[config.mk]
export PLATFORM = sky130hd
export DESIGN_NAME = multicycle_control_fsm
export DESIGN_NICKNAME = d
export VERILOG_FILES = /design/src/rtl/multicycle_control_fsm.sv
export SDC_FILE = /design/constraint.sdc
export NUM_CORES = 1
export LEC_CHECK = 0
export ABC_AREA = 1
export CAP_MARGIN = 15
export CORE_UTILIZATION = 38
export CTS_CLUSTER_SIZE = 25
export DETAILED_ROUTE_END_ITERATION = 10
export PLACE_DENSITY = 0.77
export SLEW_MARGIN = 20
export SYNTH_ARGS = -nofsm -noshare
export SYNTH_HDL_FRONTEND = slang
export SYNTH_SLANG_ARGS = --single-unit
[constraint.sdc]
create_clock -name Clk -period 1.61 [get_ports Clk]
set_input_delay 0.322 -clock Clk [delete_from_list [all_inputs] [get_ports Clk]]
set_output_delay 0.322 -clock Clk [all_outputs]
set_load 0.02 [all_outputs]
[src/rtl/multicycle_control_fsm.sv]
// Control unit for the multi-cycle processor: steps each instruction through
// IF/DEC/EXEC/MEM/WB and drives the datapath controls from state and IR.
module multicycle_control_fsm #(
   parameter int CNT_W = 16
) (
   input  logic             Clk,
   input  logic             Reset,
   input  logic [31:0]      Instr,
   input  logic             Zero,
   input  logic             MEM_Ready,
   output logic             PC_sel,
   output logic             PC_LdEn,
   output logic             IR_LdEn,
   output logic             RF_WrData_sel,
   output logic             RF_B_sel,
   output logic             RF_WrEn,
   output logic             ALU_Bin_sel,
   output logic [3:0]       ALU_func,
   output logic             MEM_WrEn,
   output logic             MEM_RdEn,
   output logic [2:0]       State,
   output logic [CNT_W-1:0] Retired
);

   typedef enum logic [2:0] {
      ST_IF   = 3'b000,
      ST_DEC  = 3'b001,
      ST_EXEC = 3'b010,
      ST_MEM  = 3'b011,
      ST_WB   = 3'b100
   } state_t;

   state_t state, next_state;

   logic [5:0] opcode;
   logic       is_rtype, is_addi, is_andi, is_ori;
   logic       is_beq, is_bne, is_b, is_lw, is_sw, is_nop;
   logic       is_flow, is_mem, reads_rd;
   logic [3:0] exec_func;
   logic       exec_bin;
   logic       unused_instr;

   assign opcode   = Instr[31:26];
   assign is_rtype = (opcode == 6'b100000);
   assign is_addi  = (opcode == 6'b110000);
   assign is_andi  = (opcode == 6'b110010);
   assign is_ori   = (opcode == 6'b110011);
   assign is_beq   = (opcode == 6'b000000);
   assign is_bne   = (opcode == 6'b000001);
   assign is_b     = (opcode == 6'b111111);
   assign is_lw    = (opcode == 6'b001111);
   assign is_sw    = (opcode == 6'b011111);
   assign is_nop   = ~(is_rtype | is_addi | is_andi | is_ori | is_beq |
                       is_bne | is_b | is_lw | is_sw);
   assign is_flow  = is_beq | is_bne | is_b | is_nop;
   assign is_mem   = is_lw | is_sw;
   assign reads_rd = is_sw | is_beq | is_bne;
   assign exec_bin = is_addi | is_andi | is_ori | is_lw | is_sw;
   assign unused_instr = ^Instr[25:4];

   always_comb begin
      exec_func = 4'b0000;
      if (is_rtype)               exec_func = Instr[3:0];
      else if (is_andi)           exec_func = 4'b0010;
      else if (is_ori)            exec_func = 4'b0011;
      else if (is_beq || is_bne)  exec_func = 4'b0001;
   end

   // Controls are a pure decode of state and IR; Reset masks every output so
   // no strobe (in particular a pending memory write) survives into reset.
   always_comb begin
      next_state    = state;
      PC_sel        = 1'b0;
      PC_LdEn       = 1'b0;
      IR_LdEn       = 1'b0;
      RF_WrData_sel = 1'b0;
      RF_B_sel      = 1'b0;
      RF_WrEn       = 1'b0;
      ALU_Bin_sel   = 1'b0;
      ALU_func      = 4'b0000;
      MEM_WrEn      = 1'b0;
      MEM_RdEn      = 1'b0;
      if (!Reset) begin
         case (state)
            ST_IF: begin
               IR_LdEn    = 1'b1;
               next_state = ST_DEC;
            end
            ST_DEC: begin
               RF_B_sel   = reads_rd;
               next_state = ST_EXEC;
            end
            ST_EXEC: begin
               RF_B_sel    = reads_rd;
               ALU_func    = exec_func;
               ALU_Bin_sel = exec_bin;
               if (is_flow) begin
                  PC_LdEn    = 1'b1;
                  PC_sel     = is_b | (is_beq & Zero) | (is_bne & ~Zero);
                  next_state = ST_IF;
               end else if (is_mem) begin
                  next_state = ST_MEM;
               end else begin
                  next_state = ST_WB;
               end
            end
            ST_MEM: begin
               ALU_func    = 4'b0000;
               ALU_Bin_sel = 1'b1;
               MEM_RdEn    = is_lw;
               MEM_WrEn    = is_sw;
               RF_B_sel    = is_sw;
               if (MEM_Ready) begin
                  if (is_lw) begin
                     next_state = ST_WB;
                  end else begin
                     PC_LdEn    = 1'b1;
                     next_state = ST_IF;
                  end
               end
            end
            ST_WB: begin
               RF_WrEn       = 1'b1;
               PC_LdEn       = 1'b1;
               RF_WrData_sel = is_lw;
               ALU_func      = exec_func;
               ALU_Bin_sel   = exec_bin;
               next_state    = ST_IF;
            end
            default: next_state = ST_IF;
         endcase
      end
   end

   always_ff @(posedge Clk or posedge Reset) begin
      if (Reset) begin
         state   <= ST_IF;
         Retired <= '0;
      end else begin
         state <= next_state;
         if (PC_LdEn) Retired <= Retired + CNT_W'(1);
      end
   end

   assign State = state;

endmodule

==> metrics.md, run 1 <==
| Metric | Value |
|---|---|
| Peak clock frequency supported by timing | a little over 500 MHz |
| Required time reported for the critical path endpoint | ~1.3 ns |
| Cells after synthesis | between 200 and 250 |
| Most used standard cell by instance count after synthesis | sky130_fd_sc_hd__nand2_1 |
| Final worst-path setup slack | -0.322 ns |
| Most used flip-flop cell after synthesis | sky130_fd_sc_hd__dfrtp_1 |
| Pre-Repair DR Iteration Count | 4 |
| Final antenna-violating net count | 0 |
| Vias after detailed routing | between 1500 and 2000 |
| Cell area after layout | roughly 2300 µm² |
| Source of the worst hold timing path | Retired[15]$_DFFE_PP0P_ |
| Number of instances on the worst hold path | 2 |
| TritonCTS clock tree | yes |
| Diodes inserted | 0 |
| Global routing usage on met3 | under 10% |
| Floorplan core area | roughly 3700 µm² |
| Run status | finished, violations left |
| Initial cell density of the core | 40.1% |
| Depth of the worst register-to-register path | 13 |
| Wire per inst | between 10 and 15 µm |
| Maximum Capacitance Violations | 0 |
| Horizontal die dimension | ~65 µm |
| GRT Resource Usage Total | between 20% and 30% |
| Largest fanout on the critical path | 5 |
| Element type at the critical path end | primary output |
| Leading cell types by total area after synthesis | sky130_fd_sc_hd__dfrtp_1, sky130_fd_sc_hd__nand2_1, sky130_fd_sc_hd__nand3_1, sky130_fd_sc_hd__nor2_1, sky130_fd_sc_hd__inv_1 |
| Final setup viols | 14 |
| Yosys warning total | 0 |
| Headroom to the max-slew limit | ~74% |
| Number of max-slew violations in the final report | 0 |
| Area added between synthesis and finish | 53.4% |
| Initial DRC count | roughly 120 |
| Global-route wire length before repair | roughly 6.8 mm |
| Mean instance size in the synthesized netlist | about 6.5 µm² |
| Count of flip-flops with a built-in enable after synthesis | 0 |
| Most frequent cells after synthesis | sky130_fd_sc_hd__nand2_1, sky130_fd_sc_hd__nand3_1, sky130_fd_sc_hd__nor2_1 |
| Final critical delay including setup and external delays | about 1.9 ns |
| Sum of negative setup slack | -2.52 ns |
| CP Launch Type | register |
| Maximum VDD drop | ~0.00083 V |
| Most heavily used metal layer in global routing | met2 |
| Detailed placement HPWL | between 2 and 3 mm |
| Die Footprint | 4170 µm² |
| Minimum setup slack among reg-to-reg paths | -0.12 ns |
| Ports placed on the boundary | 68 |
| Terminus of the critical flop-to-flop path | State[2]$_DFFE_PP0P_ |
| Final #Nets | 342 |
| Reported leakage power | 1.22 nW |
| RSZ-0062 raised after global routing | true |
| H-tree depth | 1 |
| Worst-path clk slew | about 0.070 ns |
| Initial antenna violation count | 0 |
| Setup clock skew after layout | roughly 0.0044 ns |
| Clk root buf | sky130_fd_sc_hd__clkbuf_8 |
| Post-cts hold buffer count | 0 |
| Violations in the final reports | negative setup slack |
| Wirelength, routed | about 4.1 mm |
| Routing usage on met1 | around a quarter |
| Share of post-route cells with drive strength above 1 | 27.6% |
| Share of synthesized registers carrying an async set or reset | between 90% and 100% |
| Sequential share of the synthesized area | a little under a third |
| Data arrival time of the worst path | around 1.6 ns |
| # rows | 22 |
| Largest net degree at the start of global routing | 36 |
| Post-placement setup slack | -0.846 ns |
| GRT met2 Usage | between 30% and 40% |
| Number of buffers on the longest clock path | 2 |
| Worst Hold Class | register to register |
| Total congestion overflow after global routing | 0 |
| DIE HEIGHT | around 65 µm |
| Slew @ Worst Pin | between 0.3 and 0.4 ns |
| RePlAce Congestion | 0.849 |
| Top-area cell type share of the netlist area | 31.9% |
| Yosys cell types | 28 |
| Critical Setup Path Class | register to primary output |
| Count of buffers inserted at the top-level ports | 45 |
| Synth area leader | sky130_fd_sc_hd__dfrtp_1 |
| Net count after synthesis | between 200 and 300 |
| Combined area of all synthesized cells | 1490 µm² |
| Register bit total from synthesis | 19 |
| Area of placed instances | 2170 µm² |
| RR Startpoint | State[2]$_DFFE_PP0P_ |
| Total clock buffers created by CTS | 3 |
| Worst Hold Endpoint | Retired[15]$_DFFE_PP0P_ |
| CTS Sinks | 19 |
| Final period utilization | 120% |
| Post-detailed-route via-to-cell ratio | around 4.9 |
| Worst-skew pair later-pin latency | about 0.26 ns |
| DRC violations left | 0 |
| Hold Vio Cnt, Final | 0 |
| Vias in the first global route | ~1600 |
| Total power density per cell area | a little over 900 nW/µm² |
layout by cell type, fill, tap and decap left out, types with 3 or more instances in the layout:
master	count
sky130_fd_sc_hd__dfrtp_2	3
sky130_fd_sc_hd__nand2_2	5
sky130_fd_sc_hd__xnor2_1	6
sky130_fd_sc_hd__xor2_1	5
sky130_fd_sc_hd__nand2_4	3
sky130_fd_sc_hd__nand3_2	3
sky130_fd_sc_hd__inv_2	5
sky130_fd_sc_hd__dlygate4sd2_1	24
sky130_fd_sc_hd__buf_4	35
sky130_fd_sc_hd__nor2_1	28
sky130_fd_sc_hd__nor2_2	3
sky130_fd_sc_hd__inv_1	19
sky130_fd_sc_hd__dfrtp_1	16
sky130_fd_sc_hd__nand4_1	3
sky130_fd_sc_hd__clkbuf_8	3
sky130_fd_sc_hd__nand2_1	68
sky130_fd_sc_hd__nand3_1	30
sky130_fd_sc_hd__buf_2	4
sky130_fd_sc_hd__o21ai_0	5
sky130_fd_sc_hd__buf_6	3
sky130_fd_sc_hd__clkdlybuf4s50_1	7
logic make-up after synthesis:
group	synth area share, %
AOI/OAI and AO/OA	6.05
and+or+nand+nor	46.0
adders and majority gates	0.840
DFF	31.9
xor gates and xnor gates	6.47
buffers and inverters	8.74
worst max-delay path by stage:
stage                     to  slack (ns)  depth (start not counted)            startpoint
floorplan            PC_LdEn       -0.08                          7  State[1]$_DFFE_PP0P_
global placement    RF_B_sel       -0.81                          7             Instr[27]
detailed placement  RF_B_sel       -0.85                          7             Instr[26]
CTS                 RF_B_sel       -0.29                          6  State[0]$_DFFE_PP0P_
global route        RF_B_sel       -0.38                          6  State[0]$_DFFE_PP0P_
finish              RF_B_sel       -0.32                          6  State[0]$_DFFE_PP0P_
cell type report:
class / count / area (µm²)
Clock buffer: 3 / 41.3
Clock inverter: 1 / 5.00
Fill cell: 353 / 1430
Inverter: 26 / 105
Multi-Input combinational cell: 180 / 963
Sequential cell: 19 / 479
Tap cell: 48 / 60.1
Timing Repair Buffer: 75 / 629
metrics by stage:
| step | utilization [%] | hold WS, ns | cells | power [mW] |
|---|---|---|---|---|
| 2_1_floorplan | - | 0.607 | 230 | 1.23 |
| 3_3_place_gp | 58.5 | 0.513 | 341 | 1.68 |
| 3_5_place_dp | 58.5 | 0.529 | 341 | 1.69 |
| 4_1_cts | 59.9 | 0.548 | 350 | 2.02 |
| 5_1_grt | 61.4 | 0.567 | 352 | 2.26 |
| 6_report | 61.4 | 0.527 | 352 | 2.11 |
layer usage:
metal  up-vias  part of all wire (%)
met5         -                     0
met4         0                   1.6
met3         9                   3.2
met2        40                    49
met1       781                    46
li1        881                     -
repair_timing:
item	CTS	global route
pin swaps	9	1
buffers inserted	5	2
setup endpoints to repair	47	33
gates cloned	0	0
resized for setup	101	13
critical path, stage by stage (launching register included):
cell and delay, ns:
sky130_fd_sc_hd__dfrtp_2 0.44, sky130_fd_sc_hd__nor3_4 0.33, sky130_fd_sc_hd__buf_4 0.18, sky130_fd_sc_hd__or2_4 0.10
sky130_fd_sc_hd__inv_2 0.03, sky130_fd_sc_hd__a21oi_2 0.11, sky130_fd_sc_hd__buf_4 0.15
where the power goes:
group / switching, mW / internal [mW]
combinational: 0.620 / 0.504
sequential: 0.104 / 0.547
clock: 0.167 / 0.172
total: 0.890 / 1.22
sequential cells by signal, summed over array words and instances, names as in the netlist:
name and count:
State 3, Retired 16
(Power assumes the default switching activity.)
==> inputs of run 2 (changes only) <==
--- a/config.mk
+++ b/config.mk
@@ -11,6 +11,7 @@
 export CTS_CLUSTER_SIZE = 25
 export DETAILED_ROUTE_END_ITERATION = 10
 export PLACE_DENSITY = 0.77
+export SKIP_CTS_REPAIR_TIMING = 1
 export SLEW_MARGIN = 20
 export SYNTH_ARGS = -nofsm -noshare
 export SYNTH_HDL_FRONTEND = slang
==> run 2 against run 1 <==
  * Die area stayed put
  * Highest routed layer unchanged
  * First-iteration DRC count stayed put
  * Setup slack better by 0.012 ns
  * Non-clock buffer count fell by 5
  * Final cell count fell by 1.4%
  * Maximum frequency increased by 0.64%
  * Critical path type unchanged
  * Worst hold slack about the same
  * The flow still finishes with violations (negative setup slack)
  * Routed wire length decreased by 1.2%
  * Via count shrank 0.88%
  * Clock-buffer cell count did not move
  * Core utilization increased by 0.98 points
  * Critical endpoint is now PC_LdEn
  * Register-to-register slack improved by 0.17 ns
==> metrics.md, run 2 (synthesis results as in run 1) <==
| Metric | Value |
|---|---|
| Run status | finished, violations left |
| Violations in the final reports | negative setup slack |
| Initial DRC count | 118 (unchanged) |
| Pre-Repair DR Iteration Count | 4 (unchanged) |
| Depth of the worst register-to-register path | 7 (-6) |
| Family with the most delay on the worst path | simple AND/OR/NAND/NOR gates |
| Flip-flop count of the largest register after layout | 16 (unchanged) |
| Most frequent standard cell in the layout excluding fill and tap cells | sky130_fd_sc_hd__nand2_1 |
| DIE HEIGHT | 64.6 µm (unchanged) |
| Die Footprint | 4170 µm² (unchanged) |
| Power, Total | 2.11 mW (-0.25%) |
| Crit path launch | State[0]$_DFFE_PP0P_ |
| Maximum VDD drop | 0.000843 V (+1.7%) |
| Wirelength, routed | 4.03 mm (-1.2%) |
| Reported leakage power | 1.46 nW (+20%) |
| Hold Vio Cnt, Final | 0 (unchanged) |
| RSZ-0062 raised after global routing | true |
| # rows | 22 (unchanged) |
| Largest net degree at the start of global routing | 36 (unchanged) |
| Number of max-slew violations in the final report | 0 (unchanged) |
| DRC violations left | 0 (unchanged) |
| Worst-path cell with the longest stage delay | sky130_fd_sc_hd__dfrtp_2 |
| Detailed placement HPWL | 2.90 mm (unchanged) |
| Largest fanout on the critical path | 5 (unchanged) |
| Clk root buf | sky130_fd_sc_hd__clkbuf_8 |
| Peak clock frequency supported by timing | 521 MHz (+0.64%) |
| RePlAce Congestion | 0.849 (unchanged) |
| Final critical delay including setup and external delays | 1.92 ns (-0.0122 ns) |
| Required time reported for the critical path endpoint | 1.29 ns (about the same) |
| Diodes inserted | 0 (unchanged) |
| Critical Setup Path Class | register to primary output |
| Initial cell density of the core | 40.1% (unchanged) |
| Area of placed instances | 2170 µm² (unchanged) |
| Final setup viols | 13 (-1) |
| Terminus of the critical flop-to-flop path | Retired[3]$_DFFE_PP0P_ |
| Share of post-route cells with drive strength above 1 | 26.8% (-0.88 points) |
| Minimum setup slack among reg-to-reg paths | 0.05 ns (+0.17 ns) |
| Number of buffers on the longest clock path | 2 (unchanged) |
| Final #Nets | 337 (-1.5%) |
| Area added between synthesis and finish | 55.8% |
| Final design utilization | 62.4% (+0.98 points) |
| Element type at the critical path end | primary output |
| Final period utilization | 119% (-0.76 points) |
| Slowest cell delay on critical path | 0.44 ns (about the same) |
| Post-detailed-route via-to-cell ratio | 4.89 (+0.55%) |
| Worst-path clk slew | 0.07 ns (about the same) |
| Count of buffers inserted at the top-level ports | 45 (unchanged) |
| Cell type with the highest occurrence count on the critical path | sky130_fd_sc_hd__nand2_4 |
| Total congestion overflow after global routing | 0 (unchanged) |
| Ports placed on the boundary | 68 (unchanged) |
| Wire per inst | 11.6 µm (+0.20%) |
| GRT Resource Usage Total | 19.9% (-0.71 points) |
| Register with the most flip-flops | Retired |
| Count of buffer and inverter cells on the critical path | 2 (-1) |
| Horizontal die dimension | 64.6 µm (unchanged) |
| Total stage count of the critical path | 6 (unchanged) |
| Headroom to the max-slew limit | 74.0% (+0.20 points) |
| H-tree depth | 1 (unchanged) |
| Floorplan core area | 3720 µm² (unchanged) |
| Vias in the first global route | 1567 (-2.2%) |
| Global-route wire length before repair | 6.56 mm (-3.0%) |
| Initial antenna violation count | 0 (unchanged) |
| Worst-skew pair later-pin latency | 0.26 ns (about the same) |
| Total clock buffers created by CTS | 3 (unchanged) |
| CTS Sinks | 19 (unchanged) |
| Data arrival time of the worst path | 1.60 ns (about the same) |
| TritonCTS clock tree | yes |
| Slew @ Worst Pin | 0.390 ns (-0.00306 ns) |
| Setup clock skew after layout | 0.00328 ns (-0.00112 ns) |
| Critical path, cell by cell | nor3_4, nand4_1, nand2_4, nand2_4, clkinv_4, buf_6 |
| Final antenna-violating net count | 0 (unchanged) |
| Worst slack on hold paths | 0.527 ns (-0.000241 ns) |
| Cell area after layout | 2320 µm² (+1.6%) |
| RR Startpoint | State[0]$_DFFE_PP0P_ |
| Commonest cells after routing, fill and taps aside | sky130_fd_sc_hd__nand2_1, sky130_fd_sc_hd__buf_4, sky130_fd_sc_hd__nand3_1 |
| Final worst-path setup slack | -0.309 ns (+0.0122 ns) |
| Worst Hold Class | register to register |
| Maximum Capacitance Violations | 0 (unchanged) |
| Crit path capture | PC_LdEn |
| CP Launch Type | register |
| Vias after detailed routing | 1696 (-0.88%) |
| Total power density per cell area | 909 nW/µm² (-1.8%) |
-- run 2: per-layer routing --
layer | global-route usage, % | vias to the layer above | wire length (µm)
li1 | - | 872 | -
met1 | 24.8 | 783 | 1840
met2 | 34.9 | 36 | 2010
met3 | 2.82 | 5 | 142
met4 | 6.39 | 0 | 40
met5 | 0 | - | 0
-- run 2: layout make-up --
cell class	instances	area, µm²
Clock buffer	3	41.3
Clock inverter	1	5.00
Fill cell	325	1400
Inverter	26	103
Multi-Input combinational cell	180	956
Sequential cell	19	479
Tap cell	48	60.1
Timing Repair Buffer	70	676
-- run 2: report_power, final --
group,switching [mW],internal (mW)
Clock,0.164,0.172
Combinational,0.604,0.521
Sequential,0.100,0.547
-- run 2: worst min path at each step --
stage | start | endpoint | slack, ns | cells past startpoint
2_1_floorplan | Retired[15]$_DFFE_PP0P_ | Retired[15]$_DFFE_PP0P_ | 0.61 | 2
3_3_place_gp | Retired[15]$_DFFE_PP0P_ | Retired[15]$_DFFE_PP0P_ | 0.51 | 2
3_5_place_dp | Retired[15]$_DFFE_PP0P_ | Retired[15]$_DFFE_PP0P_ | 0.53 | 2
4_1_cts | Retired[15]$_DFFE_PP0P_ | Retired[15]$_DFFE_PP0P_ | 0.55 | 2
5_1_grt | Retired[15]$_DFFE_PP0P_ | Retired[15]$_DFFE_PP0P_ | 0.58 | 2
6_report | Retired[15]$_DFFE_PP0P_ | Retired[15]$_DFFE_PP0P_ | 0.53 | 2
-- run 2: stage by stage --
step	TNS (ns)	worst slack (ns)	cells
after global routing	-3.70	-0.382	347
final	-2.41	-0.309	347
after floorplan	-0.122	-0.0754	230
after CTS	-11.95	-0.850	345
after global placement	-14.35	-0.810	341
after detailed placement	-15.38	-0.846	341
-- run 2: worst reg2reg max path, stage by stage, from the launching register on --
cell                      delay [ns]
sky130_fd_sc_hd__dfrtp_2        0.44
sky130_fd_sc_hd__nor3_4         0.33
sky130_fd_sc_hd__nand4_1        0.22
sky130_fd_sc_hd__nand2_4        0.13
sky130_fd_sc_hd__nand2_4        0.07
sky130_fd_sc_hd__buf_12         0.15
sky130_fd_sc_hd__nand2_1        0.06
sky130_fd_sc_hd__nand2_1        0.05
==> inputs of run 3 (changes only) <==
--- a/config.mk
+++ b/config.mk
@@ -7,10 +7,11 @@
 export LEC_CHECK = 0
 export ABC_AREA = 1
 export CAP_MARGIN = 15
+export CORE_MARGIN = 5
 export CORE_UTILIZATION = 38
 export CTS_CLUSTER_SIZE = 25
 export DETAILED_ROUTE_END_ITERATION = 10
-export PLACE_DENSITY = 0.77
+export PLACE_DENSITY = 0.76
 export SKIP_CTS_REPAIR_TIMING = 1
 export SLEW_MARGIN = 20
 export SYNTH_ARGS = -nofsm -noshare
==> run 3 against run 2 <==
  * Maximum frequency is 3.2% higher
  * Critical path type unchanged
  * Sequential cell count stayed put
  * Core utilization is 0.067 points lower
  * Non-clock buffer count is 3 lower
  * Clock skew hardly changed
  * Combinational power is 4% lower
  * The flow still finishes with violations (negative setup slack)
  * Via count is 0.83% lower
==> metrics.md, run 3 (synthesis results as in run 1) <==
| Metric | Value |
|---|---|
| Final period utilization | 115% (-3.7 points) |
| CTS Sinks | 19 (unchanged) |
| Register with the most flip-flops | Retired |
| Headroom to the max-slew limit | 74.6% (+0.60 points) |
| GRT Resource Usage Total | 16.4% (-3.5 points) |
| Required time reported for the critical path endpoint | 1.29 ns (about the same) |
| Total congestion overflow after global routing | 0 (unchanged) |
| Source of the worst hold timing path | Retired[15]$_DFFE_PP0P_ |
| DRC violations left | 0 (unchanged) |
| Share of post-route cells with drive strength above 1 | 27.4% (+0.61 points) |
| Multi-input logic area | 968 µm² (+1.3%) |
| Worst Hold Class | register to register |
| # rows | 22 (unchanged) |
| Relative contribution of the clock network to total power | 16.6% (+0.6 points) |
| Minimum setup slack among reg-to-reg paths | 0.07 ns (+0.02 ns) |
| Count of fill cells added during filler insertion | 346 (+6.5%) |
| Terminus of the critical flop-to-flop path | State[2]$_DFFE_PP0P_ |
| Final critical delay including setup and external delays | 1.86 ns (-0.0601 ns) |
| Number of buffers on the longest clock path | 2 (unchanged) |
| Area added between synthesis and finish | 55.6% |
| Setup clock skew after layout | 0.00294 ns (-0.000335 ns) |
| Post-detailed-route via-to-cell ratio | 4.89 (about the same) |
| Initial cell density of the core | 40.1% (unchanged) |
| Combinational share of power | 52.0% (-1.3 points) |
| Worst-path cell with the longest stage delay | sky130_fd_sc_hd__dfrtp_2 |
| Wire per inst | 12.1 µm (+4.2%) |
| Violations in the final reports | negative setup slack |
| RSZ-0062 raised after global routing | true |
| Vias after detailed routing | 1682 (-0.83%) |
| Clk root buf | sky130_fd_sc_hd__clkbuf_8 |
| RePlAce Congestion | 0.847 (-0.27%) |
| Initial DRC count | 102 (-14%) |
| Worst-path clk slew | 0.07 ns (about the same) |
| TritonCTS clock tree | yes |
| Horizontal die dimension | 72.6 µm (+12%) |
| Fraction of power spent switching nets | 42.0% (+0.83 points) |
| Final worst-path setup slack | -0.249 ns (+0.0601 ns) |
| Pre-Repair DR Iteration Count | 4 (unchanged) |
| Design internal power | 1.20 mW (-3.1%) |
| Number of instances on the worst hold path | 2 (unchanged) |
| Depth of the worst register-to-register path | 9 (+2) |
| Final antenna-violating net count | 0 (unchanged) |
| Slowest cell delay on critical path | 0.45 ns (about the same) |
| Worst Hold Endpoint | Retired[15]$_DFFE_PP0P_ |
| H-tree depth | 1 (unchanged) |
| Most frequent standard cell in the layout excluding fill and tap cells | sky130_fd_sc_hd__nand2_1 |
| Die Footprint | 5270 µm² (+26%) |
| Flip-flop count of the largest register after layout | 16 (unchanged) |
| Worst-skew pair later-pin latency | 0.26 ns (about the same) |
| CP Launch Type | register |
| Vias in the first global route | 1578 (+0.70%) |
| Critical path, cell by cell | nor3_4, buf_4, nand3_2, a31oi_1, buf_4 |
| Hold Vio Cnt, Final | 0 (unchanged) |
| Maximum Capacitance Violations | 0 (unchanged) |
| Total placed cells including tap cells | 340 (-0.29%) |
| Floorplan core area | 3720 µm² (unchanged) |
| Number of max-slew violations in the final report | 0 (unchanged) |
| Sequential group share of total power | 31.5% (+0.8 points) |
| Global-route wire length before repair | 6.97 mm (+6.2%) |
| Total clock buffers created by CTS | 3 (unchanged) |
| Family with the most delay on the worst path | flip-flops |
| Count of buffers inserted at the top-level ports | 45 (unchanged) |
| Final setup viols | 12 (-1) |
| Maximum VDD drop | 0.000890 V (+5.6%) |
| Run status | finished, violations left |
| Worst slack on hold paths | 0.519 ns (-0.00761 ns) |
| Wirelength, routed | 4.16 mm (+3.3%) |
| Diodes inserted | 0 (unchanged) |
| Sum of negative setup slack | -1.93 ns (+0.479 ns) |
| RR Startpoint | State[0]$_DFFE_PP0P_ |
| Final design utilization | 62.4% (-0.067 points) |
| DIE HEIGHT | 72.6 µm (+12%) |
| Element type at the critical path end | primary output |
| Peak clock frequency supported by timing | 538 MHz (+3.2%) |
| Total power density per cell area | 895 nW/µm² (-1.6%) |
| Largest fanout on the critical path | 5 (unchanged) |
| Data arrival time of the worst path | 1.54 ns (-0.06 ns) |
| Initial antenna violation count | 0 (unchanged) |
| Final instance count without filler cells | 344 (-0.86%) |
| Slew @ Worst Pin | 0.381 ns (-0.00901 ns) |
| Reported leakage power | 1.46 nW (about the same) |
| Commonest cells after routing, fill and taps aside | sky130_fd_sc_hd__nand2_1, sky130_fd_sc_hd__buf_4, sky130_fd_sc_hd__nand3_1 |
| Final #Nets | 334 (-0.89%) |
| Critical Setup Path Class | register to primary output |
| Sw power | 871 µW (+0.30%) |
| Detailed placement HPWL | 3.16 mm (+8.9%) |
| Largest net degree at the start of global routing | 36 (unchanged) |
| Cell type with the highest occurrence count on the critical path | sky130_fd_sc_hd__buf_4 |
| Power, Total | 2.07 mW (-1.7%) |
| Count of buffer and inverter cells on the critical path | 2 (unchanged) |
| Total area of sequential cells | 479 µm² (unchanged) |
| Ports placed on the boundary | 68 (unchanged) |
-- run 3: worst max-delay path by stage --
| stage | slack [ns] | cells past startpoint | to | from |
|---|---|---|---|---|
| floorplan | -0.08 | 7 | PC_LdEn | State[1]$_DFFE_PP0P_ |
| global placement | -0.86 | 7 | ALU_func[0] | Instr[28] |
| CTS | -0.89 | 7 | ALU_func[0] | Instr[28] |
| global route | -0.34 | 5 | PC_sel | State[0]$_DFFE_PP0P_ |
| finish | -0.25 | 5 | PC_sel | State[0]$_DFFE_PP0P_ |
| detailed placement | -0.89 | 7 | ALU_func[0] | Instr[28] |
-- run 3: area by class of cell --
type,instances,area share (%)
Inverter,26,4.43
Multi-Input combinational cell,180,41.8
Timing Repair Buffer,67,28.5
Sequential cell,19,20.7
Tap cell,48,2.59
Clock buffer,3,1.78
Clock inverter,1,0.216
-- run 3: routing by layer --
layer | vias to the layer above | wire (µm) | global-route usage (%)
met3 | 3 | 275 | 3.99
met1 | 779 | 1800 | 21.6
met4 | 0 | 34 | 5.12
li1 | 863 | - | -
met2 | 37 | 2050 | 26.3
met5 | - | 0 | 0
-- run 3: metrics by stage --
stage          setup WS [ns]  area, µm²
2_1_floorplan        -0.0754       1520
3_5_place_dp          -0.891       2160
6_report              -0.249       2320
5_1_grt               -0.339       2320
3_3_place_gp          -0.863       2160
4_1_cts               -0.894       2210
-- run 3: worst register-to-register path, cell delays in order, from the launching register on --
cell,delay [ns]
sky130_fd_sc_hd__dfrtp_2,0.42
sky130_fd_sc_hd__buf_4,0.14
sky130_fd_sc_hd__nand3_2,0.08
sky130_fd_sc_hd__buf_4,0.15
sky130_fd_sc_hd__inv_2,0.08
sky130_fd_sc_hd__buf_4,0.11
sky130_fd_sc_hd__a21oi_1,0.05
sky130_fd_sc_hd__buf_4,0.14
sky130_fd_sc_hd__or2_2,0.27
sky130_fd_sc_hd__nand2_1,0.06
-- run 3: power by group through the flow --
stage / Combinational [mW] / Sequential, mW / Clock [mW]
finish: 1.08 / 0.653 / 0.343
global route: 1.18 / 0.668 / 0.372
CTS: 1.04 / 0.644 / 0.354
detailed placement: 1.04 / 0.652 / 0
global placement: 1.03 / 0.653 / 0
floorplan: 0.508 / 0.726 / 0
